$ cat src/rtl/logic_gates_pipe_if.sv
// Operand/result bundle for logic_gates_pipe: producer handshake, consumer
// handshake, sweep control and status.
interface logic_gates_pipe_if #(parameter int WIDTH = 4);
  logic             mode;
  logic             start;
  logic             in_valid;
  logic             in_ready;
  logic [WIDTH-1:0] a;
  logic [WIDTH-1:0] b;
  logic             out_valid;
  logic             out_ready;
  logic [WIDTH-1:0] a_q;
  logic [WIDTH-1:0] b_q;
  logic [WIDTH-1:0] y1;
  logic [WIDTH-1:0] y2;
  logic [WIDTH-1:0] y3;
  logic [WIDTH-1:0] y4;
  logic [WIDTH-1:0] y5;
  logic             busy;
  logic             done;

  modport master (
    output mode, start, in_valid, a, b, out_ready,
    input  in_ready, out_valid, a_q, b_q, y1, y2, y3, y4, y5, busy, done
  );

  modport slave (
    input  mode, start, in_valid, a, b, out_ready,
    output in_ready, out_valid, a_q, b_q, y1, y2, y3, y4, y5, busy, done
  );
endinterface

$ cat src/rtl/logic_gates_pipe.sv
// Registered AND/OR/XOR/NAND/NOR of two WIDTH-bit operands with valid/ready
// flow control and a built-in exhaustive sweep sequencer.
module logic_gates_pipe #(
  parameter int WIDTH = 4
) (
  input  logic               clk,
  input  logic               rst,
  logic_gates_pipe_if.slave  gp
);

  typedef enum logic [1:0] {IDLE, RUN, DONE} state_e;

  localparam logic [WIDTH-1:0] MAXV = '1;

  state_e           state_q, state_d;
  logic [WIDTH-1:0] sa_q, sa_d, sb_q, sb_d;
  logic             ov_q, ov_d;
  logic [WIDTH-1:0] aq_q, bq_q, y1_q, y2_q, y3_q, y4_q, y5_q;

  logic             ext_sel, slot_free, src_valid, load;
  logic [WIDTH-1:0] src_a, src_b;

  // External operands are only routed in while idle in external mode, so a
  // producer's in_valid during a sweep is never consumed.
  assign ext_sel   = (state_q == IDLE) && !gp.mode;
  assign slot_free = !ov_q || gp.out_ready;
  assign src_valid = ext_sel ? gp.in_valid : (state_q == RUN);
  assign src_a     = ext_sel ? gp.a : sa_q;
  assign src_b     = ext_sel ? gp.b : sb_q;
  assign load      = src_valid && slot_free;

  always_comb begin
    state_d = state_q;
    sa_d    = sa_q;
    sb_d    = sb_q;
    case (state_q)
      IDLE: begin
        if (gp.start && gp.mode) begin
          state_d = RUN;
          sa_d    = '0;
          sb_d    = '0;
        end
      end
      RUN: begin
        // a leads, b catches up: (k,k-1) -> (k,k) -> (k+1,k); stop at (M,M).
        if (load) begin
          if (sa_q == sb_q) begin
            if (sa_q == MAXV) state_d = DONE;
            else              sa_d    = sa_q + WIDTH'(1);
          end else begin
            sb_d = sa_q;
          end
        end
      end
      DONE:    state_d = IDLE;
      default: state_d = IDLE;
    endcase
  end

  always_ff @(posedge clk or posedge rst) begin
    if (rst) begin
      state_q <= IDLE;
      sa_q    <= '0;
      sb_q    <= '0;
    end else begin
      state_q <= state_d;
      sa_q    <= sa_d;
      sb_q    <= sb_d;
    end
  end

  always_comb begin
    ov_d = ov_q;
    if (load)              ov_d = 1'b1;
    else if (gp.out_ready) ov_d = 1'b0;
  end

  always_ff @(posedge clk or posedge rst) begin
    if (rst) begin
      ov_q <= 1'b0;
      aq_q <= '0;
      bq_q <= '0;
      y1_q <= '0;
      y2_q <= '0;
      y3_q <= '0;
      y4_q <= '0;
      y5_q <= '0;
    end else begin
      ov_q <= ov_d;
      if (load) begin
        aq_q <= src_a;
        bq_q <= src_b;
        y1_q <= src_a & src_b;
        y2_q <= src_a | src_b;
        y3_q <= src_a ^ src_b;
        y4_q <= ~(src_a & src_b);
        y5_q <= ~(src_a | src_b);
      end
    end
  end

  assign gp.in_ready  = !rst && ext_sel && slot_free;
  assign gp.out_valid = ov_q;
  assign gp.a_q       = aq_q;
  assign gp.b_q       = bq_q;
  assign gp.y1        = y1_q;
  assign gp.y2        = y2_q;
  assign gp.y3        = y3_q;
  assign gp.y4        = y4_q;
  assign gp.y5        = y5_q;
  assign gp.busy      = (state_q == RUN);
  assign gp.done      = (state_q == DONE);

endmodule

$ cat src/flat_wrapper.sv
// flat-port wrapper written by rule: the top's interface ports become plain ports
module logic_gates_pipe_flat 
#(
  parameter int WIDTH = 4
)
  (clk, rst, gp_mode, gp_start, gp_in_valid, gp_a, gp_b, gp_out_ready, gp_in_ready, gp_out_valid, gp_a_q, gp_b_q, gp_y1, gp_y2, gp_y3, gp_y4, gp_y5, gp_busy, gp_done);
  logic_gates_pipe_if #(.WIDTH(WIDTH)) gp_i ();
  input  logic clk;
  input  logic rst;
  input wire logic [$bits(gp_i.mode)-1:0] gp_mode;
  input wire logic [$bits(gp_i.start)-1:0] gp_start;
  input wire logic [$bits(gp_i.in_valid)-1:0] gp_in_valid;
  input wire logic [$bits(gp_i.a)-1:0] gp_a;
  input wire logic [$bits(gp_i.b)-1:0] gp_b;
  input wire logic [$bits(gp_i.out_ready)-1:0] gp_out_ready;
  output wire logic [$bits(gp_i.in_ready)-1:0] gp_in_ready;
  output wire logic [$bits(gp_i.out_valid)-1:0] gp_out_valid;
  output wire logic [$bits(gp_i.a_q)-1:0] gp_a_q;
  output wire logic [$bits(gp_i.b_q)-1:0] gp_b_q;
  output wire logic [$bits(gp_i.y1)-1:0] gp_y1;
  output wire logic [$bits(gp_i.y2)-1:0] gp_y2;
  output wire logic [$bits(gp_i.y3)-1:0] gp_y3;
  output wire logic [$bits(gp_i.y4)-1:0] gp_y4;
  output wire logic [$bits(gp_i.y5)-1:0] gp_y5;
  output wire logic [$bits(gp_i.busy)-1:0] gp_busy;
  output wire logic [$bits(gp_i.done)-1:0] gp_done;
  assign gp_i.mode = gp_mode;
  assign gp_i.start = gp_start;
  assign gp_i.in_valid = gp_in_valid;
  assign gp_i.a = gp_a;
  assign gp_i.b = gp_b;
  assign gp_i.out_ready = gp_out_ready;
  assign gp_in_ready = gp_i.in_ready;
  assign gp_out_valid = gp_i.out_valid;
  assign gp_a_q = gp_i.a_q;
  assign gp_b_q = gp_i.b_q;
  assign gp_y1 = gp_i.y1;
  assign gp_y2 = gp_i.y2;
  assign gp_y3 = gp_i.y3;
  assign gp_y4 = gp_i.y4;
  assign gp_y5 = gp_i.y5;
  assign gp_busy = gp_i.busy;
  assign gp_done = gp_i.done;
  logic_gates_pipe #(.WIDTH(WIDTH)) u_core (.clk(clk), .rst(rst), .gp(gp_i));
endmodule
$ cat config.mk
export PLATFORM = sky130hd
export DESIGN_NAME = logic_gates_pipe_flat
export DESIGN_NICKNAME = d
export VERILOG_FILES = /design/src/rtl/logic_gates_pipe_if.sv /design/src/rtl/logic_gates_pipe.sv /design/src/flat_wrapper.sv
export SDC_FILE = /design/constraint.sdc
export NUM_CORES = 1
export LEC_CHECK = 0
export CAP_MARGIN = 0
export CORE_ASPECT_RATIO = 1.1
export CORE_MARGIN = 5
export CORE_UTILIZATION = 52
export CTS_CLUSTER_SIZE = 20
export DETAILED_ROUTE_END_ITERATION = 10
export GPL_TIMING_DRIVEN = 0
export PLACE_DENSITY = 0.85
export SETUP_SLACK_MARGIN = 0.5
export SLEW_MARGIN = 10
export SYNTH_ARGS = -nofsm -noshare
export SYNTH_HDL_FRONTEND = slang
export SYNTH_SLANG_ARGS = --single-unit
$ cat constraint.sdc
create_clock -name clk -period 4.71 [get_ports clk]
set_input_delay 1.1775 -clock clk [delete_from_list [all_inputs] [get_ports clk]]
set_output_delay 1.1775 -clock clk [all_outputs]
set_load 0.05 [all_outputs]
**After elaboration in Yosys (flattened, before gate mapping)**

Cells that the tools add are included.

- Reduce and logical (&&, ||, !) cells: 15
- Multiplexer cells: 18
- Add/sub/neg operators: 1
- Bitwise logic cells: 5
- Equal/unequal tests: 10

Operators by type and width:

| kind | number |
|---|---|
| $mux 4 | 8 |
| $pmux 4 s2 | 2 |
| $mux 2 | 4 |
| $not 4->4 | 2 |
| $reduce_and 4->1 | 2 |
| $ne 2x1->1 const B | 3 |
| $ne 2x2->1 const B | 3 |
| $logic_and 1x1->1 | 5 |
| $reduce_and 5->1 | 1 |
| $add 4x1->4 const B | 1 |
| $and 4x4->4 | 1 |
| $eq 4x4->1 | 1 |
| $eq 4x4->1 const B | 1 |
| $or 4x4->4 | 1 |
| $pmux 2 s2 | 1 |
| $reduce_bool 2->1 | 2 |
| $xor 4x4->4 | 1 |
| $logic_not 1->1 | 3 |
| $mux 1 | 3 |
| $eq 2x1->1 const B | 1 |
| $eq 2x2->1 const B | 1 |
| $logic_not 2->1 | 1 |
| $logic_or 1x1->1 | 1 |

- Flip-flop bits (word level): 39

**Longest topological paths before layout**

Gate-level depths: netlist (run 1).

- Depth in word-level cells: 6
- Mapped depth: 6

**Worst setup path after synthesis (run 1)**

Ideal clock, no wire load.

- Path type: input to output
- Start: in rst
- End: out gp_in_ready
- Path buffers: 0
- Required time: 3.533 ns
- Cell stages on the path: 2
- Arrival time: 2.614 ns
- Setup slack: 0.919 ns
- Cells stage by stage: inv_1 > and3_1

- Longest elaborated chain between the ends: 3

Ends and longest elaborated chain:

| what | line | RTL |
|---|---|---|
| start, declared | flat_wrapper.sv:9 | `input logic rst;` |
| $logic_not 1->1 (no source line) | n/a |  |
| $logic_and 1x1->1 (2 in a row) | logic_gates_pipe.sv:102 | `assign gp.in_ready = !rst && ext_sel && slot_free;` |
| end, declared | flat_wrapper.sv:16 | `output wire logic [$bits(gp_i.in_ready)-1:0] gp_in_ready;` |

No other way between the ends.

**Worst setup path after layout (run 1)**

- Start: in gp_mode
- End: out gp_in_ready

- Longest elaborated chain between the ends: 4

Ends and longest elaborated chain:

| what | line | RTL |
|---|---|---|
| start, declared | flat_wrapper.sv:10 | `input wire logic [$bits(gp_i.mode)-1:0] gp_mode;` |
| $logic_not 1->1 | logic_gates_pipe.sv:25 | `assign ext_sel = (state_q == IDLE) && !gp.mode;` |
| $logic_and 1x1->1 | logic_gates_pipe.sv:25 |  |
| $logic_and 1x1->1 (2 in a row) | logic_gates_pipe.sv:102 |  |

No other way between the ends.

==> qor.json, run 1 <==
{
  "outcome": "complete, no violations",
  "largest_stage_delay_worst_path_ps": 530,
  "syn-num-nets": 191,
  "drv.max_cap_violation_count": 0,
  "initial_utilization": 0.550,
  "post_synth.cell_area_avg_um2": 11.1,
  "timing.setup.tns_ps": 0,
  "skew_pair_late_insertion_delay_ps": 340,
  "route.antenna.remaining_nets": 0,
  "final-max-slew-violation-count": 0,
  "max-slew-margin-rel": 0.658,
  "grt_pass1_vias": 1505,
  "cts_tree": "done",
  "synth.yosys.warnings": 0,
  "dr_wl_met3_um": 227,
  "ports": 46,
  "postSynthRegisterBits": 39,
  "die_width_um": 67.1,
  "fmax_mhz": 251,
  "via_count": 1387,
  "synth_sequential_area_ratio": 0.524,
  "die_height_um": 72.8,
  "place.gp.congestion": 0.805,
  "setup_violators_final": 0,
  "detailedRoute.firstPassIterationCount": 4,
  "worstPathArrival_ps": 2810,
  "finalHoldWorstSlack_ps": 491,
  "track_usage": 0.189,
  "clock_sinks": 39,
  "post_cts_setup_buffers": 0,
  "worst_ep_required_time_ps": 3530,
  "std_cell_rows": 22,
  "critical_path_s_slowest_cell": "sky130_fd_sc_hd__dlygate4sd2_1",
  "worst-slew-pin-transition_ps": 512,
  "drive_above_1_share": 0.131,
  "ctsHtreeMaxLevel": 2,
  "fp.dieArea_um2": 4880,
  "synth_cell_type_count": 26,
  "detailedPlacementHpwl_mm": 3.15,
  "synth_enable_flop_cells": 0,
  "netlist_area_um2": 1860,
  "cts_buffer_depth": 2,
  "launching_element_type_of_the_critical_path": "input port",
  "final.min_clock_period_ps": 3990,
  "area.growth.synth_to_final_pct": 30.2,
  "timing.critical_path.fanout_max": 9,
  "critical_path_class": "in2out",
  "min_path_type": "reg2reg",
  "fin_crit_sh": 0.847,
  "grt_overflow_total": 0,
  "worst_setup_path_end_kind": "output pin",
  "syn_inst": 168,
  "route.top_layer_used": "met4",
  "cts_root_buf": "sky130_fd_sc_hd__clkbuf_4",
  "global_route_wire_length_before_repair_mm": 6.98,
  "wire_per_inst_um": 15.2,
  "antenna_found_initial": 0,
  "num_antenna_cells": 0,
  "synth_top_flop_cell": "sky130_fd_sc_hd__dfrtp_1",
  "met2_length_mm": 2.18,
  "detail_route.wirelength.met1_mm": 1.63,
  "port_buffers": 45,
  "vias_per_cell": 5.16,
  "cts_inserted_buffers": 5,
  "crit_chain": "clkdlybuf4s50_1 -> nor3_1 -> buf_2 -> and3_1 -> dlygate4sd2_1",
  "timing.final.hold_violations": 0,
  "clkTransAtPathRegs_ps": 110,
  "worst_clk_skew_ps": 6.20,
  "detail_route.iter0.violations": 65,
  "core_um2": 3390,
  "layout.nets": 243,
  "rsz0062_at_grt": "false",
  "remaining_drc_errors": 0,
  "synth-async-reset-ratio": 1.00,
  "grt_max_degree": 41,
  "postRouteWirelength_mm": 4.09
}
[cells in the final DEF, fill, tap and decap left out, types with 4 or more instances in the layout]
| master | n |
|---|---|
| sky130_fd_sc_hd__clkbuf_1 | 4 |
| sky130_fd_sc_hd__ha_1 | 9 |
| sky130_fd_sc_hd__mux2_2 | 12 |
| sky130_fd_sc_hd__buf_2 | 4 |
| sky130_fd_sc_hd__nand3_1 | 5 |
| sky130_fd_sc_hd__nand2_1 | 29 |
| sky130_fd_sc_hd__clkdlybuf4s50_1 | 44 |
| sky130_fd_sc_hd__mux2i_1 | 17 |
| sky130_fd_sc_hd__o21ai_0 | 15 |
| sky130_fd_sc_hd__inv_1 | 12 |
| sky130_fd_sc_hd__dfrtp_1 | 39 |
| sky130_fd_sc_hd__clkbuf_4 | 5 |
[final cells by class]
type | count | area, um2
well taps | 48 | 60.1
repair buffers | 45 | 449
plain buffers | 7 | 38.8
clock inverters | 1 | 5.00
inverters | 13 | 51.3
multi-input cells | 109 | 798
flip-flops and latches | 39 | 976
fillers | 270 | 962
clock buffers | 7 | 45.0
[cells in the mapped netlist (all sizes together), types with 2 or more instances]
| cell type | number | share of area |
|---|---|---|
| dfrtp | 39 | 0.52 |
| nand2 | 29 | 0.058 |
| mux2i | 17 | 0.091 |
| o21ai | 15 | 0.040 |
| inv | 13 | 0.026 |
| mux2 | 12 | 0.073 |
| ha | 9 | 0.060 |
| buf | 5 | 0.017 |
| nand3 | 5 | 0.013 |
| xnor2 | 4 | 0.023 |
| nand2b | 3 | 0.010 |
| nor2 | 3 | 0.0060 |
| clkbuf | 2 | 0.0040 |
| nor2b | 2 | 0.0067 |
| o211ai | 2 | 0.011 |
[through the flow]
stage                     instance area (um2)  std cells  setup WS (ps)   util
final                                    2420        269            721  0.716
after floorplan                          1860        168            919      -
after CTS                                2420        269            712  0.716
after global placement                   2370        261           -261  0.701
after detailed placement                 2370        261            232  0.701
after global routing                     2420        269            609  0.716
[path summary, 6_finish.rpt]
kind | startpoint | cells past startpoint | slack [ps] | endpoint
max in group asynchronous | rst | 2 | 3170 | u_core.sb_q[1]$_DFFE_PP0P_
setup / recovery | gp_mode | 5 | 720 | gp_in_ready
hold / removal | u_core.gp.y4[2]$_DFFE_PP0P_ | 2 | 490 | u_core.gp.y4[2]$_DFFE_PP0P_
setup reg to reg | u_core.state_q[0]$_DFFE_PP0P_ | 5 | 2720 | u_core.gp.y3[0]$_DFFE_PP0P_
min in group asynchronous | rst | 2 | 1210 | u_core.gp.y1[3]$_DFFE_PP0P_
hold reg to reg | u_core.gp.y4[2]$_DFFE_PP0P_ | 2 | 490 | u_core.gp.y4[2]$_DFFE_PP0P_
[worst max-delay path, delay by kind of cell]
family | cells | cell delay, ps
buffers and inverters | 3 | 1280
and+or+nand+nor | 2 | 360
[registers in the layout (all words and copies together), names as in the netlist]
signal               count
u_core.gp.b_q            4
u_core.gp.out_valid      1
u_core.gp.y3             4
u_core.gp.y1             4
u_core.gp.y4             4
u_core.gp.y2             4
u_core.gp.y5             4
u_core.state_q           2
u_core.sb_q              4
u_core.gp.a_q            4
u_core.sa_q              4
[cell families (layout without fill, tap and decap cells)]
kind of cell / after synthesis / after routing / share of synthesized area
fa+ha+maj: 9 / 9 / 0.0605
buf+inv: 20 / 73 / 0.0470
xor+xnor: 4 / 4 / 0.0229
mux: 29 / 29 / 0.164
flops: 39 / 39 / 0.524
compound gates: 18 / 18 / 0.0558
simple gates: 49 / 49 / 0.126
[layer usage]
metal | vias up | global-route usage
li1 | 669 | -
met4 | 0 | 0.0473
met2 | 41 | 0.340
met5 | - | 0
met3 | 6 | 0.0447
met1 | 671 | 0.223
[what timing repair did]
item                                    4_1_cts  5_1_grt
hold buffers                                  0        0
endpoints found under the setup margin        1        0
resized for setup                             2        0
Power of run 1 is not shown: default switching activity piles up to over one toggle a cycle in this logic, so the estimate is an artifact.
==> inputs of run 2 (changes only) <==
- CORE_UTILIZATION: 52 -> 44
- PLACE_DENSITY: 0.85 -> 0.76
- clock period: 4.71 -> 3.39 ns (I/O delays scaled with it)
==> run 2 against run 1 <==
  * Critical path depth unchanged
  * Die area rose by 15%
  * Global-route usage is 3.0 points lower
  * Cell count grew 3.0%
  * Flip-flop and latch count unchanged
  * Non-clock buffer count rose by 2
==> qor.json, run 2 (same netlist as run 1, synthesis figures left out) <==
{
  "timing.final.hold_violations": 0,
  "cts_tree": "done",
  "worstPathArrival_ps": 1900,
  "port_buffers": 45,
  "grt_max_degree": 21,
  "antenna_found_initial": 0,
  "initial_utilization": 0.463,
  "vias_per_cell": 5.01,
  "final_common_cell": "sky130_fd_sc_hd__clkdlybuf4s50_1",
  "beginning_of_the_critical_path": "gp_mode",
  "detail_route.iter0.violations": 57,
  "mostFrequentLayoutCells": "sky130_fd_sc_hd__clkdlybuf4s50_1 (42), sky130_fd_sc_hd__dfrtp_1 (39), sky130_fd_sc_hd__nand2_1 (29), sky130_fd_sc_hd__mux2i_1 (17), sky130_fd_sc_hd__o21ai_0 (15)",
  "holdPathEnd": "u_core.gp.y2[3]$_DFFE_PP0P_",
  "rsz0062_at_grt": "false",
  "setup_violators_final": 0,
  "layout.nets": 247,
  "num-fill-cells": 365,
  "grt_pass1_vias": 1481,
  "postRouteWirelength_mm": 3.90,
  "timing.rr.end": "u_core.gp.y1[1]$_DFFE_PP0P_",
  "num_antenna_cells": 0,
  "ports": 46,
  "critical_path_class": "in2out",
  "min_delay_path_depth": 2,
  "min_path_type": "reg2reg",
  "global_route_wire_length_before_repair_mm": 7.01,
  "remaining_drc_errors": 0,
  "vdd_ir_drop_max_uv": 513,
  "std_cell_rows": 24,
  "track_usage": 0.159,
  "worst_ep_required_time_ps": 2540,
  "final.min_clock_period_ps": 2750,
  "regToRegSetupSlack_ps": 1500,
  "route.antenna.remaining_nets": 0,
  "hold_start": "u_core.gp.y2[3]$_DFFE_PP0P_",
  "ctsHtreeMaxLevel": 2,
  "timing.critical_path.fanout_max": 3,
  "worst_setup_path_end_kind": "output pin",
  "wire_per_inst_um": 14.1,
  "detailedPlacementHpwl_mm": 2.73,
  "clock_sinks": 39,
  "crit-reg2reg-launch": "u_core.state_q[0]$_DFFE_PP0P_",
  "cts_inserted_buffers": 5,
  "grt_overflow_total": 0,
  "cts_root_buf": "sky130_fd_sc_hd__clkbuf_8",
  "die_width_um": 72.0,
  "drv.max_cap_violation_count": 0,
  "fin_crit_sh": 0.811,
  "fp.dieArea_um2": 5630,
  "final_critical_path_setup_slack_ps": 640,
  "outcome": "complete, no violations",
  "dp_slack_ps": -698,
  "via_count": 1387,
  "max-slew-margin-rel": 0.384,
  "final-max-slew-violation-count": 0,
  "p_leak_nw": 1.15,
  "launching_element_type_of_the_critical_path": "input port",
  "die_height_um": 78.2,
  "core_um2": 4020,
  "skew_pair_late_insertion_delay_ps": 290,
  "area.growth.synth_to_final_pct": 33.9,
  "fmax_mhz": 364,
  "drive_above_1_share": 0.151,
  "cts_buffer_depth": 2,
  "clkTransAtPathRegs_ps": 70,
  "reg2regPathDepth": 7,
  "detailedRoute.firstPassIterationCount": 4,
  "post-route-util": 0.619,
  "worst_clk_skew_ps": 3.76,
  "power.density_nw_per_um2": 1100,
  "place.gp.congestion": 0.776,
  "ctsHoldBuffers": 0,
  "worst-slew-pin-transition_ps": 919
}
[run 2: cell count changes in the layout (fill, tap and decap cells not counted), sizes merged]
cell	before	now
clkinvlp	0	3
clkdlybuf4s50	44	42
inv	13	12
dlymetal6s2s	0	2
dlygate4sd2	1	0
buf	5	8
[run 2: what timing repair did]
item / in CTS / in global routing
buffers inserted: 1 / 1
hold endpoints to repair: 0 / 0
endpoints found under the setup margin: 1 / 2
gates cloned: 2 / 0
gates resized for setup: 7 / 2
[run 2: how the worst max path moves through the flow]
stage | to | depth (start not counted)
4_1_cts | gp_in_ready | 5
3_3_place_gp | gp_in_ready | 4
2_1_floorplan | gp_in_ready | 2
5_1_grt | gp_in_ready | 4
6_report | gp_in_ready | 5
3_5_place_dp | gp_in_ready | 4
[run 2: layout make-up]
class                      count  area [um2]  share of cell area
sequential                    39         976               0.392
multi-input combinational    109         798               0.320
timing repair buffer          47         468               0.188
clock buffer                   7        76.3              0.0306
tap                           52        65.1              0.0261
inverter                      13        52.6              0.0211
buffer                         7        41.3              0.0166
timing repair inverter         2        10.0             0.00402
clock inverter                 1        5.00             0.00201
[run 2: through the flow]
stage               instance area [um2]  power, mW  TNS [ps]  hold slack (ps)  cells
finish                             2490       2.74         0              482    277
global route                       2490       2.95         0              521    277
CTS                                2480       2.77         0              487    276
detailed placement                 2380       2.46      -698              471    265
global placement                   2380       2.44      -680              460    265
floorplan                          1870       1.97         0              535    168
[run 2: per-layer routing]
metal | part of all wire | track usage | up-vias
li1 | - | - | 674
met1 | 0.45 | 0.201 | 670
met2 | 0.49 | 0.264 | 36
met3 | 0.045 | 0.0332 | 7
met4 | 0.016 | 0.0639 | 0
met5 | 0 | 0 | -
[run 2: critical path, cell delays in order]
cell                              delay [ps]
sky130_fd_sc_hd__clkdlybuf4s50_1         440
sky130_fd_sc_hd__nor3_1                  140
sky130_fd_sc_hd__buf_4                   130
sky130_fd_sc_hd__and3_1                  140
sky130_fd_sc_hd__buf_4                   190
[run 2: power breakdown]
| part | internal, mW | switching (mW) |
|---|---|---|
| clock | 0.144 | 0.154 |
| combinational | 0.618 | 1.02 |
| sequential | 0.668 | 0.134 |
| total | 1.43 | 1.31 |
(Power assumes the default switching activity.)
==> inputs of run 3 (changes only) <==
- CORE_UTILIZATION: 44 -> 49
- PLACE_DENSITY: 0.76 -> 0.8
- clock period: 3.39 -> 2.6 ns (I/O delays scaled with it)
==> run 3 against run 2 <==
  * Critical endpoint unchanged
  * Die area decreased by 8.9%
  * First-iteration DRC count rose by 44%
  * Highest routed layer unchanged
  * Utilization rose by 9.1 points
  * Sequential share of layout area shrank 1.6 points
  * Clock-buffer cell count fell by 1
  * Register-to-register slack worse by 900 ps
  * Via count increased by 2.5%
  * Critical path type unchanged
  * Global-route usage grew 2.7 points
==> qor.json, run 3 (same netlist as run 1, synthesis figures left out) <==
{
  "outcome": "complete, no violations",
  "critical_path_s_slowest_cell": "sky130_fd_sc_hd__dlygate4sd2_1",
  "largest_stage_delay_worst_path_ps": 270,
  "skew_pair_late_insertion_delay_ps": 290,
  "final_cell_count_no_fill": 276,
  "mostFrequentLayoutCells": "sky130_fd_sc_hd__dfrtp_1 (39), sky130_fd_sc_hd__nand2_1 (29), sky130_fd_sc_hd__dlygate4sd2_1 (20), sky130_fd_sc_hd__o21ai_0 (15)",
  "timing.critical_path.fanout_max": 3,
  "worstPathArrival_ps": 1490,
  "multi_input_area_um2": 881,
  "final-max-slew-violation-count": 0,
  "timing.final.hold_violations": 0,
  "detailedRoute.firstPassIterationCount": 4,
  "initial_utilization": 0.509,
  "fmax_mhz": 467,
  "vdd_ir_drop_max_uv": 573,
  "track_usage": 0.186,
  "final.min_clock_period_ps": 2140,
  "detail_route.iter0.violations": 82,
  "grt_max_degree": 21,
  "num_antenna_cells": 0,
  "layout.nets": 249,
  "drive_above_1_share": 0.221,
  "cts_inserted_buffers": 5,
  "fin_crit_sh": 0.824,
  "ctsHoldBuffers": 0,
  "max-slew-margin-rel": 0.380,
  "min_delay_path_depth": 2,
  "num-fill-cells": 271,
  "final_common_cell": "sky130_fd_sc_hd__dfrtp_1",
  "ports": 46,
  "die_height_um": 74.7,
  "drv.max_cap_violation_count": 0,
  "wire_per_inst_um": 16.1,
  "remaining_drc_errors": 0,
  "worst_setup_path_end_kind": "output pin",
  "core_um2": 3650,
  "crit_chain": "dlygate4sd2_1 -> nor3_2 -> buf_4 -> and3_4 -> buf_8",
  "grt_pass1_vias": 1442,
  "via_count": 1421,
  "die_width_um": 68.8,
  "clock_sinks": 39,
  "grt_overflow_total": 0,
  "reg2regPathDepth": 7,
  "global_route_wire_length_before_repair_mm": 6.89,
  "area.growth.synth_to_final_pct": 39.4,
  "cts_root_buf": "sky130_fd_sc_hd__clkbuf_8",
  "worst_clk_skew_ps": 7.71,
  "launching_element_type_of_the_critical_path": "input port",
  "cts_tree": "done",
  "port_buffers": 45,
  "std_cell_rows": 23,
  "power.density_nw_per_um2": 1410,
  "min_path_type": "reg2reg",
  "ctsHtreeMaxLevel": 2,
  "worst_ep_required_time_ps": 1950,
  "post-route-util": 0.710,
  "setup_violators_final": 0,
  "rsz0062_at_grt": "true",
  "regToRegSetupSlack_ps": 600,
  "final_critical_path_setup_slack_ps": 458,
  "critical_path_class": "in2out",
  "detailedPlacementHpwl_mm": 3.18,
  "place.gp.congestion": 0.819,
  "vias_per_cell": 5.15,
  "place.detailed.instances": 263,
  "clkTransAtPathRegs_ps": 70,
  "antenna_found_initial": 0,
  "ff_latch_area_um2": 976,
  "p_leak_nw": 1.36,
  "worst-slew-pin-transition_ps": 924,
  "dp_slack_ps": -1050,
  "route.antenna.remaining_nets": 0,
  "cts_buffer_depth": 2,
  "postRouteWirelength_mm": 4.44,
  "fp.dieArea_um2": 5130
}
[run 3: cell count changes in the layout (fill, tap and decap cells not counted), sizes merged]
cell	before	now
buf	8	10
clkbuf	9	10
clkdlybuf4s50	42	10
dlygate4sd2	0	20
dlymetal6s2s	2	12
[run 3: final cells by class]
| type | count | share of cell area |
|---|---|---|
| Inverter | 13 | 0.0202 |
| Tap cell | 50 | 0.0241 |
| Timing Repair Buffer | 49 | 0.186 |
| Clock inverter | 1 | 0.00193 |
| Sequential cell | 39 | 0.376 |
| Multi-Input combinational cell | 109 | 0.339 |
| Timing Repair inverter | 2 | 0.00386 |
| Buffer | 7 | 0.0169 |
| Clock buffer | 6 | 0.0318 |
[run 3: metrics by stage]
step,power (mW),area (um2),hold slack (ps),setup TNS [ps]
4_1_cts,3.59,2490,486,0
6_report,3.65,2600,478,0
2_1_floorplan,2.58,1870,535,0
3_3_place_gp,3.16,2380,463,-1040
3_5_place_dp,3.26,2380,470,-1060
5_1_grt,3.88,2600,501,0
[run 3: per-layer routing]
metal	GRT usage	vias to the layer above	wire, um	share of wire
met1	0.203	699	1710	0.38
li1	-	677	-	-
met3	0.0537	6	249	0.056
met4	0.0606	0	56	0.013
met5	0	-	0	0
met2	0.341	39	2430	0.55
[run 3: worst paths after layout]
check | start | end
setup reg to reg | u_core.state_q[0]$_DFFE_PP0P_ | u_core.gp.y1[0]$_DFFE_PP0P_
setup / recovery | gp_mode | gp_in_ready
min in group asynchronous | rst | u_core.state_q[0]$_DFFE_PP0P_
hold / removal | u_core.gp.b_q[1]$_DFFE_PP0P_ | u_core.gp.b_q[1]$_DFFE_PP0P_
hold reg to reg | u_core.gp.b_q[1]$_DFFE_PP0P_ | u_core.gp.b_q[1]$_DFFE_PP0P_
max in group asynchronous | rst | u_core.gp.y3[1]$_DFFE_PP0P_
[run 3: timing repair]
action                     in CTS  in global routing
pin swaps                       1                  2
gates resized for setup        39                 28
setup buffers                   2                  2
cloned                          2                  0
setup endpoints to repair      35                 25
[run 3: worst max-delay path, delay by kind of cell]
| kind | cells | cell delay, ps |
|---|---|---|
| buffers and inverters | 3 | 540 |
| AND/OR/NAND/NOR | 2 | 300 |
[run 3: power by group]
| part | total, mW | internal [mW] | switching (mW) |
|---|---|---|---|
| sequential | 1.07 | 0.871 | 0.194 |
| combinational | 2.18 | 0.785 | 1.40 |
| clock | 0.402 | 0.208 | 0.194 |
